### src/rtl/rx_lane_deskew.sv
// rx_lane_deskew: per-lane symbol FIFOs aligned on a common COM and released in lockstep.
// Optional build macro DESKEW_STATS_EN adds the maxSkew statistics output.
module rx_lane_deskew #(
    parameter int         LANESNUMBER = 16,
    parameter int         DEPTH       = 8,
    parameter logic [7:0] COM_SYMBOL  = 8'hBC
) (
    input  logic                       clk,
    input  logic                       reset,
    input  logic [8*LANESNUMBER-1:0]   RxData,
    input  logic [LANESNUMBER-1:0]     RxDataK,
    input  logic [LANESNUMBER-1:0]     RxDataValid,
    input  logic [LANESNUMBER-1:0]     activeLanes,
    input  logic                       deskewEnable,
    output logic [8*LANESNUMBER-1:0]   DeskewData,
    output logic [LANESNUMBER-1:0]     DeskewDataK,
    output logic [LANESNUMBER-1:0]     DeskewValid,
    output logic                       deskewLocked,
    output logic                       deskewError
`ifdef DESKEW_STATS_EN
    ,
    output logic [$clog2(DEPTH):0]     maxSkew
`endif
);
    localparam int AW = $clog2(DEPTH);
    localparam logic [AW:0] PTRONE    = (AW+1)'(1);
    localparam logic [AW:0] FULLCOUNT = (AW+1)'(DEPTH);

    typedef enum logic [1:0] {IDLE, ALIGN, LOCKED} stateT;
    stateT state;

    logic [LANESNUMBER-1:0]   activeReg;
    logic [LANESNUMBER-1:0]   fifoEmpty, fifoFull, headIsCom, push, pop, overflowLane;
    logic [LANESNUMBER-1:0]   headK;
    logic [8*LANESNUMBER-1:0] headData, byteMask;
    logic [LANESNUMBER-1:0]   activeHeadsCom;
    logic anyActive, allParked, allReady, misalign, overflow, laneChange, flush;

    genvar gi;
    generate
        for (gi = 0; gi < LANESNUMBER; gi++) begin : gLane
            logic [8:0]  mem [DEPTH];
            logic [AW:0] wrPtr, rdPtr, count;
            logic        wrEn;

            assign count              = wrPtr - rdPtr;
            assign fifoEmpty[gi]      = (count == '0);
            assign fifoFull[gi]       = (count == FULLCOUNT);
            assign headK[gi]          = mem[rdPtr[AW-1:0]][8];
            assign headData[8*gi +: 8] = mem[rdPtr[AW-1:0]][7:0];
            assign byteMask[8*gi +: 8] = {8{activeLanes[gi]}};
            assign headIsCom[gi]      = !fifoEmpty[gi] && headK[gi] &&
                                        (headData[8*gi +: 8] == COM_SYMBOL);
            assign push[gi]           = RxDataValid[gi] && activeLanes[gi] && (state != IDLE);
            // A full FIFO still accepts a write when its head leaves in the same cycle.
            assign wrEn               = push[gi] && (!fifoFull[gi] || pop[gi]);
            assign overflowLane[gi]   = push[gi] && fifoFull[gi] && !pop[gi];

            always_ff @(posedge clk) begin
                if (wrEn) begin
                    mem[wrPtr[AW-1:0]] <= {RxDataK[gi], RxData[8*gi +: 8]};
                end
            end

            always_ff @(posedge clk or posedge reset) begin
                if (reset) begin
                    wrPtr <= '0;
                    rdPtr <= '0;
                end else if (flush) begin
                    wrPtr <= '0;
                    rdPtr <= '0;
                end else begin
                    if (wrEn)    wrPtr <= wrPtr + PTRONE;
                    if (pop[gi]) rdPtr <= rdPtr + PTRONE;
                end
            end
        end
    endgenerate

    assign activeHeadsCom = headIsCom & activeLanes;
    assign anyActive      = |activeLanes;
    assign allParked      = anyActive && (activeHeadsCom == activeLanes);
    assign allReady       = anyActive && ((~fifoEmpty & activeLanes) == activeLanes);
    assign misalign       = (activeHeadsCom != '0) && (activeHeadsCom != activeLanes);
    assign overflow       = |(overflowLane & activeLanes);
    assign laneChange     = (activeLanes != activeReg);

    always_comb begin
        pop = '0;
        if (state == ALIGN) begin
            pop = activeLanes & ~fifoEmpty & ~headIsCom;
        end else if (state == LOCKED && allReady) begin
            pop = activeLanes;
        end
    end

    always_comb begin
        flush = 1'b0;
        if (!deskewEnable || state == IDLE) begin
            flush = 1'b1;
        end else if (laneChange || overflow) begin
            flush = 1'b1;
        end else if (state == LOCKED && allReady && misalign) begin
            flush = 1'b1;
        end
    end

    always_ff @(posedge clk or posedge reset) begin
        if (reset) begin
            state        <= IDLE;
            activeReg    <= '0;
            DeskewData   <= '0;
            DeskewDataK  <= '0;
            DeskewValid  <= '0;
            deskewLocked <= 1'b0;
            deskewError  <= 1'b0;
        end else begin
            activeReg    <= activeLanes;
            DeskewData   <= '0;
            DeskewDataK  <= '0;
            DeskewValid  <= '0;
            deskewLocked <= 1'b0;
            deskewError  <= 1'b0;
            if (!deskewEnable) begin
                state <= IDLE;
            end else begin
                case (state)
                    IDLE: begin
                        if (anyActive) state <= ALIGN;
                    end
                    ALIGN: begin
                        if (laneChange) begin
                            state <= ALIGN;
                        end else if (overflow) begin
                            deskewError <= 1'b1;
                        end else if (allParked) begin
                            state        <= LOCKED;
                            deskewLocked <= 1'b1;
                        end
                    end
                    LOCKED: begin
                        if (laneChange) begin
                            state <= ALIGN;
                        end else if (overflow || (allReady && misalign)) begin
                            // The popped symbols are discarded; the lanes realign on the next COM.
                            state       <= ALIGN;
                            deskewError <= 1'b1;
                        end else begin
                            deskewLocked <= 1'b1;
                            if (allReady) begin
                                DeskewValid <= activeLanes;
                                DeskewData  <= headData & byteMask;
                                DeskewDataK <= headK & activeLanes;
                            end
                        end
                    end
                    default: state <= IDLE;
                endcase
            end
        end
    end

`ifdef DESKEW_STATS_EN
    logic [AW:0] skewCount;

    // Counts the cycles between the first and the last active lane parking.
    always_ff @(posedge clk or posedge reset) begin
        if (reset) begin
            skewCount <= '0;
            maxSkew   <= '0;
        end else if (!deskewEnable || state == IDLE) begin
            skewCount <= '0;
            maxSkew   <= '0;
        end else if (state == ALIGN && !flush) begin
            if (allParked) begin
                if (skewCount > maxSkew) maxSkew <= skewCount;
                skewCount <= '0;
            end else if (activeHeadsCom != '0 && skewCount != '1) begin
                skewCount <= skewCount + PTRONE;
            end
        end else begin
            skewCount <= '0;
        end
    end
`endif

endmodule

### config.mk
export PLATFORM = sky130hd
export DESIGN_NAME = rx_lane_deskew
export DESIGN_NICKNAME = d
export VERILOG_FILES = /design/src/rtl/rx_lane_deskew.sv
export SDC_FILE = /design/constraint.sdc
export NUM_CORES = 2
export LEC_CHECK = 0
export BUFFER_PORTS_ARGS = -buffer_cell sky130_fd_sc_hd__buf_2
export CORE_MARGIN = 2
export CORE_UTILIZATION = 50
export DETAILED_ROUTE_END_ITERATION = 8
export PLACE_DENSITY = 0.76
export SLEW_MARGIN = 0
export SYNTH_ARGS = -nofsm -noshare
export SYNTH_HDL_FRONTEND = slang
export SYNTH_SLANG_ARGS = --single-unit
### constraint.sdc
create_clock -name clk -period 11.3 [get_ports clk]
set_clock_uncertainty 0.05 [all_clocks]
set_input_delay 2.26 -clock clk [delete_from_list [all_inputs] [get_ports clk]]
set_output_delay 2.26 -clock clk [all_outputs]
set_load 0.01 [all_outputs]
After elaboration in Yosys (flattened, before gate mapping)
Memories as Yosys holds them, arrays and structs flattened.
Index checks and enable logic that the tools add are counted.
Cells by class
  add/subtract/negate cells: 48
  equal/unequal tests: 42
  mux-type cells: 137
  bitwise logic cells: 8
  reduce and logical (&&, ||, !) cells: 240
Operator list (number)
  128-bit two-way mux: 5
  4-bit two-way mux: 64
  16-bit two-way mux: 12
  4-bit by 1-bit adder with 4-bit output, second input constant: 32
  128-bit AND: 1
  8-bit == test, second input constant: 16
  1-bit logical AND: 118
  16-bit AND: 5
  2-bit nonzero test: 33
  4-bit == test, second input constant: 16
  4-bit logical NOT: 16
  4-bit subtractor: 16
  1-bit logical NOT: 49
  1-bit two-way mux: 46
  16-bit == test: 2
  16-bit inequality test: 2
  16-bit inverter: 2
  16-bit OR reduction: 2
  1-bit logical OR: 19
  16-bit nonzero test: 1
  2-bit two-way mux: 7
  4-bit inequality test, second input constant: 2
  2-bit one-hot mux with 3 select lines: 1
  4-bit by 3-bit inequality test with 1-bit output, second input constant: 1
  other kinds (6): 7
Storage, ports and cells
  bits in registers: 308
  bits in writable memories: 1152
  input bits: 179
  output and inout bits: 162
  word-level logic and storage cells: 530
  memories: 16
Memory list
  gLane[0].mem: depth 8, bits a word 9, read ports 1, clocked after memory_dff 0, write ports 1, RTL line 42  | logic [8:0] mem [DEPTH];
  gLane[10].mem: depth 8, bits a word 9, read ports 1, clocked after memory_dff 0, write ports 1, RTL line 42
  gLane[11].mem: depth 8, bits a word 9, read ports 1, clocked after memory_dff 0, write ports 1, RTL line 42
  gLane[12].mem: depth 8, bits a word 9, read ports 1, clocked after memory_dff 0, write ports 1, RTL line 42
  gLane[13].mem: depth 8, bits a word 9, read ports 1, clocked after memory_dff 0, write ports 1, RTL line 42
  gLane[14].mem: depth 8, bits a word 9, read ports 1, clocked after memory_dff 0, write ports 1, RTL line 42
  +10 memories

Logic depth before layout (Yosys ltp)
  depth after elaboration: 18
  mapped depth: 16
  depth with buffers taken out: 12

Worst setup path after synthesis
No wires, ideal clock.
  kind: input to register
  start: in activeLanes[8]
  end: mem gLane[0].mem[2][0] (enable)
  setup time: 0.389 ns
  arrival: 5.081 ns
  data required time: 10.861 ns
  slack: 5.780 ns
  stages on the path: 10
  buffers on the path: 2
  cell sequence: inv_1 a2111oi_0 a2111o_1 a2111oi_0 nand4_1 clkbuf_1 clkbuf_1 a31oi_1 nand2_1 nor3b_1
On the way
  longest elaborated chain between the ends: 10
  elaborated cells on any way between the ends: 11
  those cells by class: eq/ne (1); mux (4); bitwise (1); reduce/logical (5)
Ends and longest elaborated chain
  from (decl): RTL line 13  | input logic [LANESNUMBER-1:0] activeLanes,
  16-bit AND: RTL line 83  | assign allReady = anyActive && ((~fifoEmpty & activeLanes) == activeLanes);
  16-bit == test: RTL line 83
  1-bit logical AND *: RTL line 83
  1-bit logical AND *: RTL line 92  | end else if (state == LOCKED && allReady) begin
  16-bit two-way mux *: RTL line 92
  16-bit two-way mux *: RTL line 90  | if (state == ALIGN) begin
  1-bit logical OR *: RTL line 56  | assign wrEn = push[gi] && (!fifoFull[gi] || pop[gi]);
  1-bit logical AND *: RTL line 56
  1-bit two-way mux *: RTL line 60  | if (wrEn) begin
  1-bit two-way mux (implied by the code) *: RTL line 61  | mem[wrPtr[AW-1:0]] <= {RxDataK[gi], RxData[8*gi +: 8]};
  to (decl): RTL line 42
Every way passes the cells marked *; elsewhere a longest branch is shown, timed or not.

Worst setup path in the final report
  start: reg gLane[8].rdPtr[2]
  end: mem gLane[2].mem[4][8] (enable)
On the way
  longest elaborated chain between the ends: 13
Ends and longest elaborated chain
  from (decl): RTL line 43  | logic [AW:0] wrPtr, rdPtr, count;
  from (signal assigned): RTL line 74  | if (pop[gi]) rdPtr <= rdPtr + PTRONE;
  4-bit subtractor: RTL line 46  | assign count = wrPtr - rdPtr;
  4-bit logical NOT: RTL line 47  | assign fifoEmpty[gi] = (count == '0);
  16-bit inverter: RTL line 83
  16-bit AND: RTL line 83
  16-bit == test: RTL line 83
  1-bit logical AND: RTL line 83
  1-bit logical AND: RTL line 92
  16-bit two-way mux: RTL line 92
  16-bit two-way mux: RTL line 90
  1-bit logical OR: RTL line 56
  1-bit logical AND: RTL line 56
  1-bit two-way mux: RTL line 60
  1-bit two-way mux (implied by the code): RTL line 61
  to (decl): RTL line 42
No other way between the ends.

==> impl_metrics.yaml <==
global_routing:
  gr-total-overflow: 0
  grt_max_degree: 134
  first_global_vias: 34754
  antenna_found_initial: 37
  grtUsageTotal_pct: 23.5
  grt_pass1_wl_mm: 220
worst_setup_path:
  critPathSlowestCell: "nor3b_1"
  crit_path_start_kind: "register"
  crit_family: "compound AO/OA/AOI/OAI gates"
  worstPathArrival_ns: 6.74
  crit_type: "reg -> reg"
  worstSetupEndpointType: "register"
  cp_data_required_time_ns: 11.61
  path_max_fanout: 40
  cpPeakStageDelay_ns: 1.07
  crit_top_cell: "a2111oi_0"
  crit_chain: "inv_1, ha_1, and3b_1, o21ai_0, a2111oi_0, a2111o_1, a2111oi_0, nand4_1, buf_4, a41oi_1, nand2_1, nor3b_1"
  crit_buf_inv: 2
  r2r_setup_slack_ns: 4.87
timing:
  tightest_slew_ns: 1.37
  tns_ns: 0
  layout_min_cycle_time_ns: 6.43
  setup_viol: 0
  relSlewSlack_pct: 8.01
  period_share_pct: 56.9
  rsz0062_at_grt: "no"
  slew_violations: 0
  fmax_ghz: 0.156
  finalHoldViolations: 0
clock_network:
  cts_made_buffers: 151
  root_buffer: "clkbuf_16"
  cts_tree: "done"
  clkTransAtPathRegs_ns: 0.06
  htree_levels: 4
  clock_sinks: 1460
  cts.path.max_buffers: 3
  clock_latency_ns: 0.77
  cts_setup_buffers: 0
  cts-hold-fix-buffers: 0
  cts-resized-gates: 0
logic_synthesis:
  synth-seq-cells: 1460
  netlist_area_um2: 60900
  yosys.cell_count.top_type: "edfxtp_1"
  syn_area_per_cell_um2: 16.9
  yosysTopAreaCell: "edfxtp_1"
  yosys-top-cells-count: "edfxtp_1 (1152), dfrtp_1 (308), mux4_2 (276), nand2_1 (253), nor2_1 (180)"
  synth_edf_count: 1152
  async_flop_share_pct: 21.1
  synth_nets: 3859
  synth_area_leaders: "edfxtp_1 (57%), dfrtp_1 (13%), mux4_2 (10%)"
  ys_seq_area_share_pct: 69.5
  ys_types: 81
  yosys_warnings: 0
  synth_flop_cell: "edfxtp_1"
  syn_inst: 3596
  synth_top_area_share_pct: 56.8
route:
  drtIter0Drc: 3297
  vias: 34055
  drc: 0
  ant_nets: 0
  drt-vias-per-instance: 5.91
  wl_per_cell_um: 25.4
  drt_first_pass_iters: 8
  wl_mm: 146
power_and_ir_drop:
  p_per_area_nw_per_um2: 159
  p_leak_nw: 24.6
  ir_worst_vdd_mv: 0.147
die:
  die_y_um: 353
  die_w_um: 353
  start_util_pct: 50.6
  rows: 127
  die-area_um2: 125000
  core_area_um2: 120000
  ios: 341
cells_and_area:
  fillers: 8811
  multi_input_area_um2: 17500
  fin_util_pct: 58.1
  seq_area_um2: 42300
  drive_gt1_share_pct: 27.1
  syn2layout_area_growth_pct: 14.8
  instances_no_fill: 5758
  final_nets: 4269
hold_path:
  hold_class: "reg -> reg"
placement:
  hpwlAfterDp_mm: 98.9
  routabilityCongestion: 0.838
  dp_cells: 5465
  port_buffers: 340
status:
  status: "complete, no violations"
flow_run:
  drv_cap: 0
==> worst register-to-register path, cell delays in order (launching register included) <==
cell and delay [ns]:
dfrtp_1 0.95, inv_1 0.33, ha_1 0.44, and3b_1 0.21, o21ai_0 0.26, a2111oi_0 0.17, a2111o_1 0.47, a2111oi_0 0.66
nand4_1 0.23, buf_4 0.39, a41oi_1 0.56, nand2_1 0.25, nor3b_1 1.07
==> per-layer routing <==
layer  GRT usage, %  wire length [um]  vias up
met4           8.03              4370       32
met3           5.12             11800      271
met5              0               193        -
met2           37.7             70700     1313
met1           32.0             59100    17447
li1               -                 -    14992
==> metrics by stage <==
| stage | area, um^2 | setup slack (ns) | power, mW | hold slack [ns] |
|---|---|---|---|---|
| floorplan | 60900 | 0.474 | 6.03 | 0.473 |
| global placement | 64600 | 4.38 | 6.17 | 0.491 |
| detailed placement | 64700 | 4.24 | 6.17 | 0.493 |
| CTS | 69800 | 4.88 | 11.2 | 0.501 |
| global route | 69900 | 4.38 | 11.4 | 0.531 |
| finish | 69900 | 4.87 | 11.1 | 0.501 |
==> registers in the layout (all words and copies together) (netlist names) <==
register,cells
DeskewDataK,16
deskewLocked,1
DeskewValid,16
deskewError,1
gLane.rdPtr,64
gLane.mem,1152
state,2
gLane.wrPtr,64
DeskewData,128
activeReg,16
==> power breakdown <==
group	total (mW)	switching, mW	internal, mW	leakage (nW)
Combinational	0.235	0.176	0.0591	7.47
Clock	5.07	2.10	2.97	2.51
Sequential	5.83	0.00534	5.82	14.6
Total	11.1	2.28	8.85	24.6
==> kinds of logic after synthesis <==
group,Yosys count,synth area share (%)
xor+xnor,130,1.89
simple gates,967,8.95
mux,409,12.4
flops,1460,69.5
fa+ha+maj,84,1.73
buf+inv,278,1.91
compound gates,268,3.56
==> layout make-up <==
| cell class | count | share of cell area, % |
|---|---|---|
| Sequential cell | 1460 | 60.5 |
| Multi-Input combinational cell | 1858 | 25.1 |
| Antenna cell | 11 | 0.0394 |
| Tap cell | 1612 | 2.89 |
| Timing Repair Buffer | 448 | 3.61 |
| Inverter | 87 | 0.478 |
| Clock inverter | 76 | 1.25 |
| Clock buffer | 206 | 6.10 |
==> cell usage in the layout (no fill, tap or decap), drive strengths merged, types with 9 or more instances in the layout <==
cell,n
o21ai,22
bufinv,13
and3,14
nor3b,57
or3,14
a211oi,10
buf,448
xnor2,92
clkbuf,206
nor3,75
xor2,37
ha,84
and2,18
a21oi,81
mux2i,115
mux4,276
nand2b,33
nand4,35
nor4bb,9
nand3,64
nand3b,21
a2111oi,50
nor4,120
nor4b,12
clkinv,55
nand2,254
diode,11
nor2,180
nor2b,23
a31oi,15
a21o,11
o211ai,14
edfxtp,1152
dfrtp,308
mux2,18
inv,92
==> path summary, 6_finish.rpt <==
path | start | end | cells past startpoint
max | gLane[8].rdPtr[2] | gLane[2].mem[4][8] | 12
min reg2reg | gLane[14].wrPtr[0] | gLane[14].wrPtr[0] | 2
min in group asynchronous | reset | DeskewData[30] | 2
max in group asynchronous | reset | gLane[12].rdPtr[0] | 4
min | gLane[14].wrPtr[0] | gLane[14].wrPtr[0] | 2
max reg2reg | gLane[8].rdPtr[2] | gLane[2].mem[4][8] | 12
Note: power is estimated with default switching activity, not from simulation.
